==> src/rtl/traffic_light_pkg.sv <==
// Shared lamp codes and phase encoding for the N-approach traffic-light controller.
package traffic_light_pkg;

  localparam logic [2:0] LampGreen  = 3'b101;
  localparam logic [2:0] LampYellow = 3'b001;
  localparam logic [2:0] LampRed    = 3'b011;
  localparam logic [2:0] LampOff    = 3'b000;

  typedef enum logic [1:0] {
    PhGreen  = 2'd0,
    PhYellow = 2'd1,
    PhAllRed = 2'd2,
    PhFlash  = 2'd3
  } phase_t;

  // Flashing lamp: the toggle flop starts at 0, which shows yellow first.
  function automatic logic [2:0] flash_lamp(input logic dark);
    return dark ? LampOff : LampYellow;
  endfunction

endpackage

==> src/rtl/tl_rr_select.sv <==
// Round-robin picker: first requester after base (wrapping), falls back to base itself.
module tl_rr_select
  import traffic_light_pkg::*;
#(
  parameter int unsigned N_DIR = 4
) (
  input  logic [N_DIR-1:0]         req,
  input  logic [$clog2(N_DIR)-1:0] base,
  output logic [$clog2(N_DIR)-1:0] grant,
  output logic                     valid
);

  localparam int unsigned IdxW = $clog2(N_DIR);
  localparam int unsigned SumW = IdxW + 1;

  logic [SumW-1:0] idx;

  // valid only reflects requesters other than base; grant stays at base when none.
  always_comb begin
    grant = base;
    valid = 1'b0;
    idx   = '0;
    for (int unsigned k = 1; k < N_DIR; k++) begin
      idx = {1'b0, base} + SumW'(k);
      if (idx >= SumW'(N_DIR)) begin
        idx = idx - SumW'(N_DIR);
      end
      if (!valid && req[idx[IdxW-1:0]]) begin
        valid = 1'b1;
        grant = idx[IdxW-1:0];
      end
    end
  end

endmodule

==> src/rtl/traffic_light_ctrl.sv <==
// N-approach round-robin traffic-light controller with min/max green and all-red clearance.
// Optional flashing-yellow mode via `define TRAFFIC_LIGHT_FLASH_EN (adds flash_req input).
module traffic_light_ctrl
  import traffic_light_pkg::*;
#(
  parameter int unsigned N_DIR     = 4,
  parameter int unsigned MIN_GREEN = 4,
  parameter int unsigned MAX_GREEN = 10,
  parameter int unsigned YELLOW_T  = 2,
  parameter int unsigned ALLRED_T  = 1,
  parameter int unsigned CNT_W     = 8
) (
  input  logic                     clk,
  input  logic                     reset_n,
  input  logic                     tick,
  input  logic [N_DIR-1:0]         car,
`ifdef TRAFFIC_LIGHT_FLASH_EN
  input  logic                     flash_req,
`endif
  output logic [3*N_DIR-1:0]       lights,
  output logic [$clog2(N_DIR)-1:0] active_dir,
  output logic [1:0]               phase
);

  localparam int unsigned IdxW = $clog2(N_DIR);

  localparam logic [CNT_W-1:0] MinCnt    = CNT_W'(MIN_GREEN);
  localparam logic [CNT_W-1:0] MaxCnt    = CNT_W'(MAX_GREEN);
  localparam logic [CNT_W-1:0] YelLast   = CNT_W'(YELLOW_T - 1);
  localparam logic [CNT_W-1:0] RedLast   = CNT_W'(ALLRED_T - 1);

  phase_t            phase_q;
  logic [CNT_W-1:0]  cnt_q;
  logic [CNT_W-1:0]  cnt_inc;
  logic [IdxW-1:0]   active_q;
  logic [IdxW-1:0]   next_q;
  logic [IdxW-1:0]   rr_grant;
  logic              other_demand;
  logic              go_yellow;
  logic              flash_on;

`ifdef TRAFFIC_LIGHT_FLASH_EN
  logic              tog_q;
  assign flash_on = flash_req;
`else
  assign flash_on = 1'b0;
`endif

  tl_rr_select #(
    .N_DIR (N_DIR)
  ) u_rr_select (
    .req   (car),
    .base  (active_q),
    .grant (rr_grant),
    .valid (other_demand)
  );

  assign cnt_inc   = (cnt_q == MaxCnt) ? cnt_q : cnt_q + 1'b1;
  // Green may only end once someone else waits; a present own car extends it up to MAX.
  assign go_yellow = (cnt_q >= MinCnt) && other_demand &&
                     (!car[active_q] || (cnt_q >= MaxCnt));

  always_ff @(posedge clk or negedge reset_n) begin
    if (!reset_n) begin
      phase_q  <= PhGreen;
      cnt_q    <= '0;
      active_q <= '0;
      next_q   <= '0;
    end else if (flash_on) begin
      if (phase_q != PhFlash) begin
        phase_q <= PhFlash;
        cnt_q   <= '0;
      end
    end else begin
      case (phase_q)
        PhGreen: begin
          if (go_yellow) begin
            phase_q <= PhYellow;
            cnt_q   <= '0;
            next_q  <= rr_grant;
          end else if (tick) begin
            cnt_q <= cnt_inc;
          end
        end
        PhYellow: begin
          if (tick) begin
            if (cnt_q == YelLast) begin
              phase_q <= PhAllRed;
              cnt_q   <= '0;
            end else begin
              cnt_q <= cnt_inc;
            end
          end
        end
        PhAllRed: begin
          if (tick) begin
            if (cnt_q == RedLast) begin
              phase_q  <= PhGreen;
              cnt_q    <= '0;
              active_q <= next_q;
            end else begin
              cnt_q <= cnt_inc;
            end
          end
        end
        // Flash exit, or an illegal encoding: recover through a clearance interval.
        PhFlash: begin
          phase_q <= PhAllRed;
          cnt_q   <= '0;
          next_q  <= rr_grant;
        end
      endcase
    end
  end

`ifdef TRAFFIC_LIGHT_FLASH_EN
  always_ff @(posedge clk or negedge reset_n) begin
    if (!reset_n) begin
      tog_q <= 1'b0;
    end else if (flash_req && (phase_q == PhFlash)) begin
      tog_q <= tog_q ^ tick;
    end else begin
      tog_q <= 1'b0;
    end
  end
`endif

  always_comb begin
    lights = {N_DIR{LampRed}};
    for (int unsigned i = 0; i < N_DIR; i++) begin
      case (phase_q)
        PhGreen: begin
          if (IdxW'(i) == active_q) lights[3*i +: 3] = LampGreen;
        end
        PhYellow: begin
          if (IdxW'(i) == active_q) lights[3*i +: 3] = LampYellow;
        end
        PhFlash: begin
`ifdef TRAFFIC_LIGHT_FLASH_EN
          lights[3*i +: 3] = flash_lamp(tog_q);
`endif
        end
        default: begin
        end
      endcase
    end
  end

  assign active_dir = active_q;
  assign phase      = phase_q;

endmodule

==> config.mk <==
export PLATFORM = sky130hd
export DESIGN_NAME = traffic_light_ctrl
export DESIGN_NICKNAME = d
export VERILOG_FILES = /design/src/rtl/traffic_light_pkg.sv /design/src/rtl/tl_rr_select.sv /design/src/rtl/traffic_light_ctrl.sv
export SDC_FILE = /design/constraint.sdc
export NUM_CORES = 1
export LEC_CHECK = 0
export ABC_AREA = 1
export CAP_MARGIN = 10
export CORE_MARGIN = 2
export CORE_UTILIZATION = 34
export CTS_BUF_LIST = sky130_fd_sc_hd__clkbuf_4 sky130_fd_sc_hd__clkbuf_8
export DETAILED_ROUTE_END_ITERATION = 8
export SLEW_MARGIN = 20
export SYNTH_ARGS = -nofsm -noshare
export SYNTH_HDL_FRONTEND = slang
export SYNTH_SLANG_ARGS = --single-unit
export TNS_END_PERCENT = 20
==> constraint.sdc <==
create_clock -name clk -period 5.6 [get_ports clk]
set_input_delay 0.84 -clock clk [delete_from_list [all_inputs] [get_ports clk]]
set_output_delay 0.84 -clock clk [all_outputs]
set_load 0.02 [all_outputs]
==> impl_results.md <==
* Area after DPL at 1430 sq um
* # Max-Cap Violations at 0
* Cells after Synth at 188
* # hold bufs at CTS at 0
* Sw power at 0.387 mW
* Synthesized area per cell at 6.51 sq um
* Clock Path Buffers at 2
* Initial Util at 0.361
* Peak Freq at 364 MHz
* Worst skew pair latency at 280 ps
* Total CTS buffers at 3
* WL final at 2570 um
* Worst Hold Depth at 1
* Util after Layout at 0.433
* Vias at 1147
* Die Wd at 64.0 um
* CTS sink cnt at 14
* Total power per unit cell area at 516 nW/um^2
* Crit path max fanout at 7
* Worst hold start: next_q[1]$_DFFE_PN0P_
* Slew HR at 0.601
* Sequential power share at 0.235
* Clk pwr share at 0.094
* Most Used Layer, Global Route: met2
* Met2 Usage GRT at 0.211
* HP Class: reg2reg
* Hold Fails Final Rpt at 0
* Gr usage total at 0.134
* Final setup vio count at 0
* Initial antenna violation count at 0
* Residual DRC at 0
* Status: completed
* Flop-to-flop setup slack at 3370 ps
* Buf/Inv on CP at 3
* Worst slew pin tran at 597 ps
* RSZ-0062 raised after global routing: false
* Number of global-route vias before repair at 1012
* Final period utilization at 0.490
* Worst setup path category: reg2out
* Post-route ant nets at 0
* Die Ht at 64.0 um
* Layout cells sized above 1 at 0.0913
* Synth-to-layout area growth at 19.9%
* Htree depth at 1
* Drt first-iter violations at 76
* Clk root buf: clkbuf_4
* Commonest non-fill, non-tap cell in the layout: nand2_1
* PortBufs at 18
* RR Endpoint: cnt_q[7]$_DFFE_PN0P_
* Min-Delay Endpoint: active_dir[1]$_DFFE_PN0P_
* CP startpoint kind: flop
* Proportion of power drawn by combinational gates at 0.670
* Global route total overflow at 0
* CTS tree: done
* Worst Setup End Kind: output port
* Hold Worst Slack at 516 ps
* CP cell instances: inv_1 -> ha_1 -> inv_1 -> nor2_1 -> clkdlybuf4s50_1
* Met3 Track Usage GR at 0.0246
* Die ar. at 4090 sq um
* Slew Viols, Final at 0
* Worst R2R Start: active_dir[0]$_DFFE_PN0P_
* Register area share after synthesis at 0.286
* Router iterations before antenna repair at 4
* Avg WL per Cell at 10.1 um
* Clock Pin Slew Worst Setup and Hold Paths at 80 ps
* Met1 Use GR at 0.185
* Largest net degree at the start of global routing at 15
* VDD IR-drop max at 190 uV
* Max stage delay cell, worst path: clkdlybuf4s50_1
* Synth unique cells at 26
* Mapped cell area at 1220 sq um
* Post-route design area at 1470 sq um
* Post-CTS Setup Inserts at 0
* Power Internal at 0.371 mW
* Slowest cell delay on critical path at 610 ps
* DR vias/cell at 4.52
* Crit path DAT at 1910 ps
* IO Pins at 23
* Worst EP required at 4760 ps
* RD Place Congestion at 0.814
* Yosys reg bits at 14
* Ys Warns at 0
* Top cell by count, worst path: inv_1
* # rows at 21
* CP top delay family: buffers and inverters
* Minimum clock period at 2750 ps
* FF-to-FF path depth at 12
* Final net count at 223
* Sw Ratio at 0.511
* Post_cts resized at 0
* Detailed placement HPWL at 2070 um
* Diode count at 0
* Leakage at 0.788 nW
* Skew final at 7.14 ps
* First-pass GRT wire length at 4440 um
* Setup_tns at 0 ps
* Most frequent cells in the layout: nand2_1, inv_1, nor2_1, nand3_1, clkdlybuf4s50_1
* Core ar. at 3390 sq um
-- logic make-up (layout without fill, tap and decap cells) --
group / after synthesis / count (layout) / share of synthesized area
flip-flops: 14 / 14 / 0.286
other: 1 / 4 / 0.00306
buffers and inverters: 34 / 51 / 0.123
XOR/XNOR: 2 / 2 / 0.0143
multiplexers: 2 / 2 / 0.0184
AO/OA/AOI/OAI: 12 / 12 / 0.0552
adder cells (fa/ha/maj): 7 / 7 / 0.0716
AND/OR/NAND/NOR: 116 / 116 / 0.428
-- synth_stat cells --
master	instances	area (sq um)
o211ai_1	1	7.51
nand3_1	19	95.1
nand3_2	2	20.0
o22ai_1	1	6.26
nand2_4	1	11.3
nor2_1	19	71.3
nand2_2	5	31.3
inv_2	2	7.51
mux2_2	2	22.5
o21ai_0	2	10.0
and3_1	1	6.26
conb_1	1	3.75
nand2_8	1	20.0
xor2_1	1	8.76
buf_4	4	30.0
nand2_1	65	244
inv_1	27	101
o21ai_1	6	30.0
nand4_2	1	12.5
dfrtp_1	14	350
ha_1	7	87.6
buf_6	1	11.3
xnor2_1	1	8.76
a21oi_2	1	8.76
nand4_1	2	12.5
a21oi_1	1	5.00
-- cell type report --
cell class                      count  area (sq um)
Fill cell                         345          1920
Multi-Input combinational cell    143           734
Sequential cell                    14           350
Timing Repair Buffer               18           180
Inverter                           29           109
Tap cell                           46          57.6
Clock buffer                        4          36.3
-- power groups by stage --
stage                     clock [mW]  combinational [mW]  sequential, mW
final                         0.0715               0.508           0.178
after global routing          0.0820               0.567           0.186
after CTS                     0.0744               0.510           0.179
after detailed placement           0               0.509           0.181
after global placement             0               0.511           0.180
after floorplan                    0               0.363           0.182
-- worst max-delay path by stage --
stage / start / endpoint / slack (ps) / depth (start not counted)
final: active_dir[1]$_DFFE_PN0P_ / lights[2] / 2850 / 5
after floorplan: active_dir[0]$_DFFE_PN0P_ / lights[8] / 3580 / 4
after global placement: car[2] / cnt_q[7]$_DFFE_PN0P_ / 3090 / 11
after detailed placement: car[2] / cnt_q[7]$_DFFE_PN0P_ / 3060 / 12
after CTS: active_dir[0]$_DFFE_PN0P_ / lights[2] / 2820 / 5
after global routing: active_dir[0]$_DFFE_PN0P_ / lights[2] / 2690 / 5
-- per-layer routing --
metal  up-vias  part of all wire  wire (um)
met1       496              0.53       1370
met4         0            0.0066         17
met3         2             0.050        129
met5         -                 0          0
met2        34              0.41       1050
li1        615                 -          -
-- registers in the layout, indices dropped and copies added, names as in the netlist --
| signal | flops |
|---|---|
| active_dir | 2 |
| cnt_q | 8 |
| phase | 2 |
| next_q | 2 |
-- metrics by stage --
stage / setup WS (ps) / total power [mW] / instances
floorplan: 3580 / 0.545 / 191
global placement: 3090 / 0.691 / 250
detailed placement: 3060 / 0.689 / 250
CTS: 2820 / 0.763 / 254
global route: 2690 / 0.835 / 254
finish: 2850 / 0.758 / 254
Note: power is estimated with default switching activity, not from simulation.
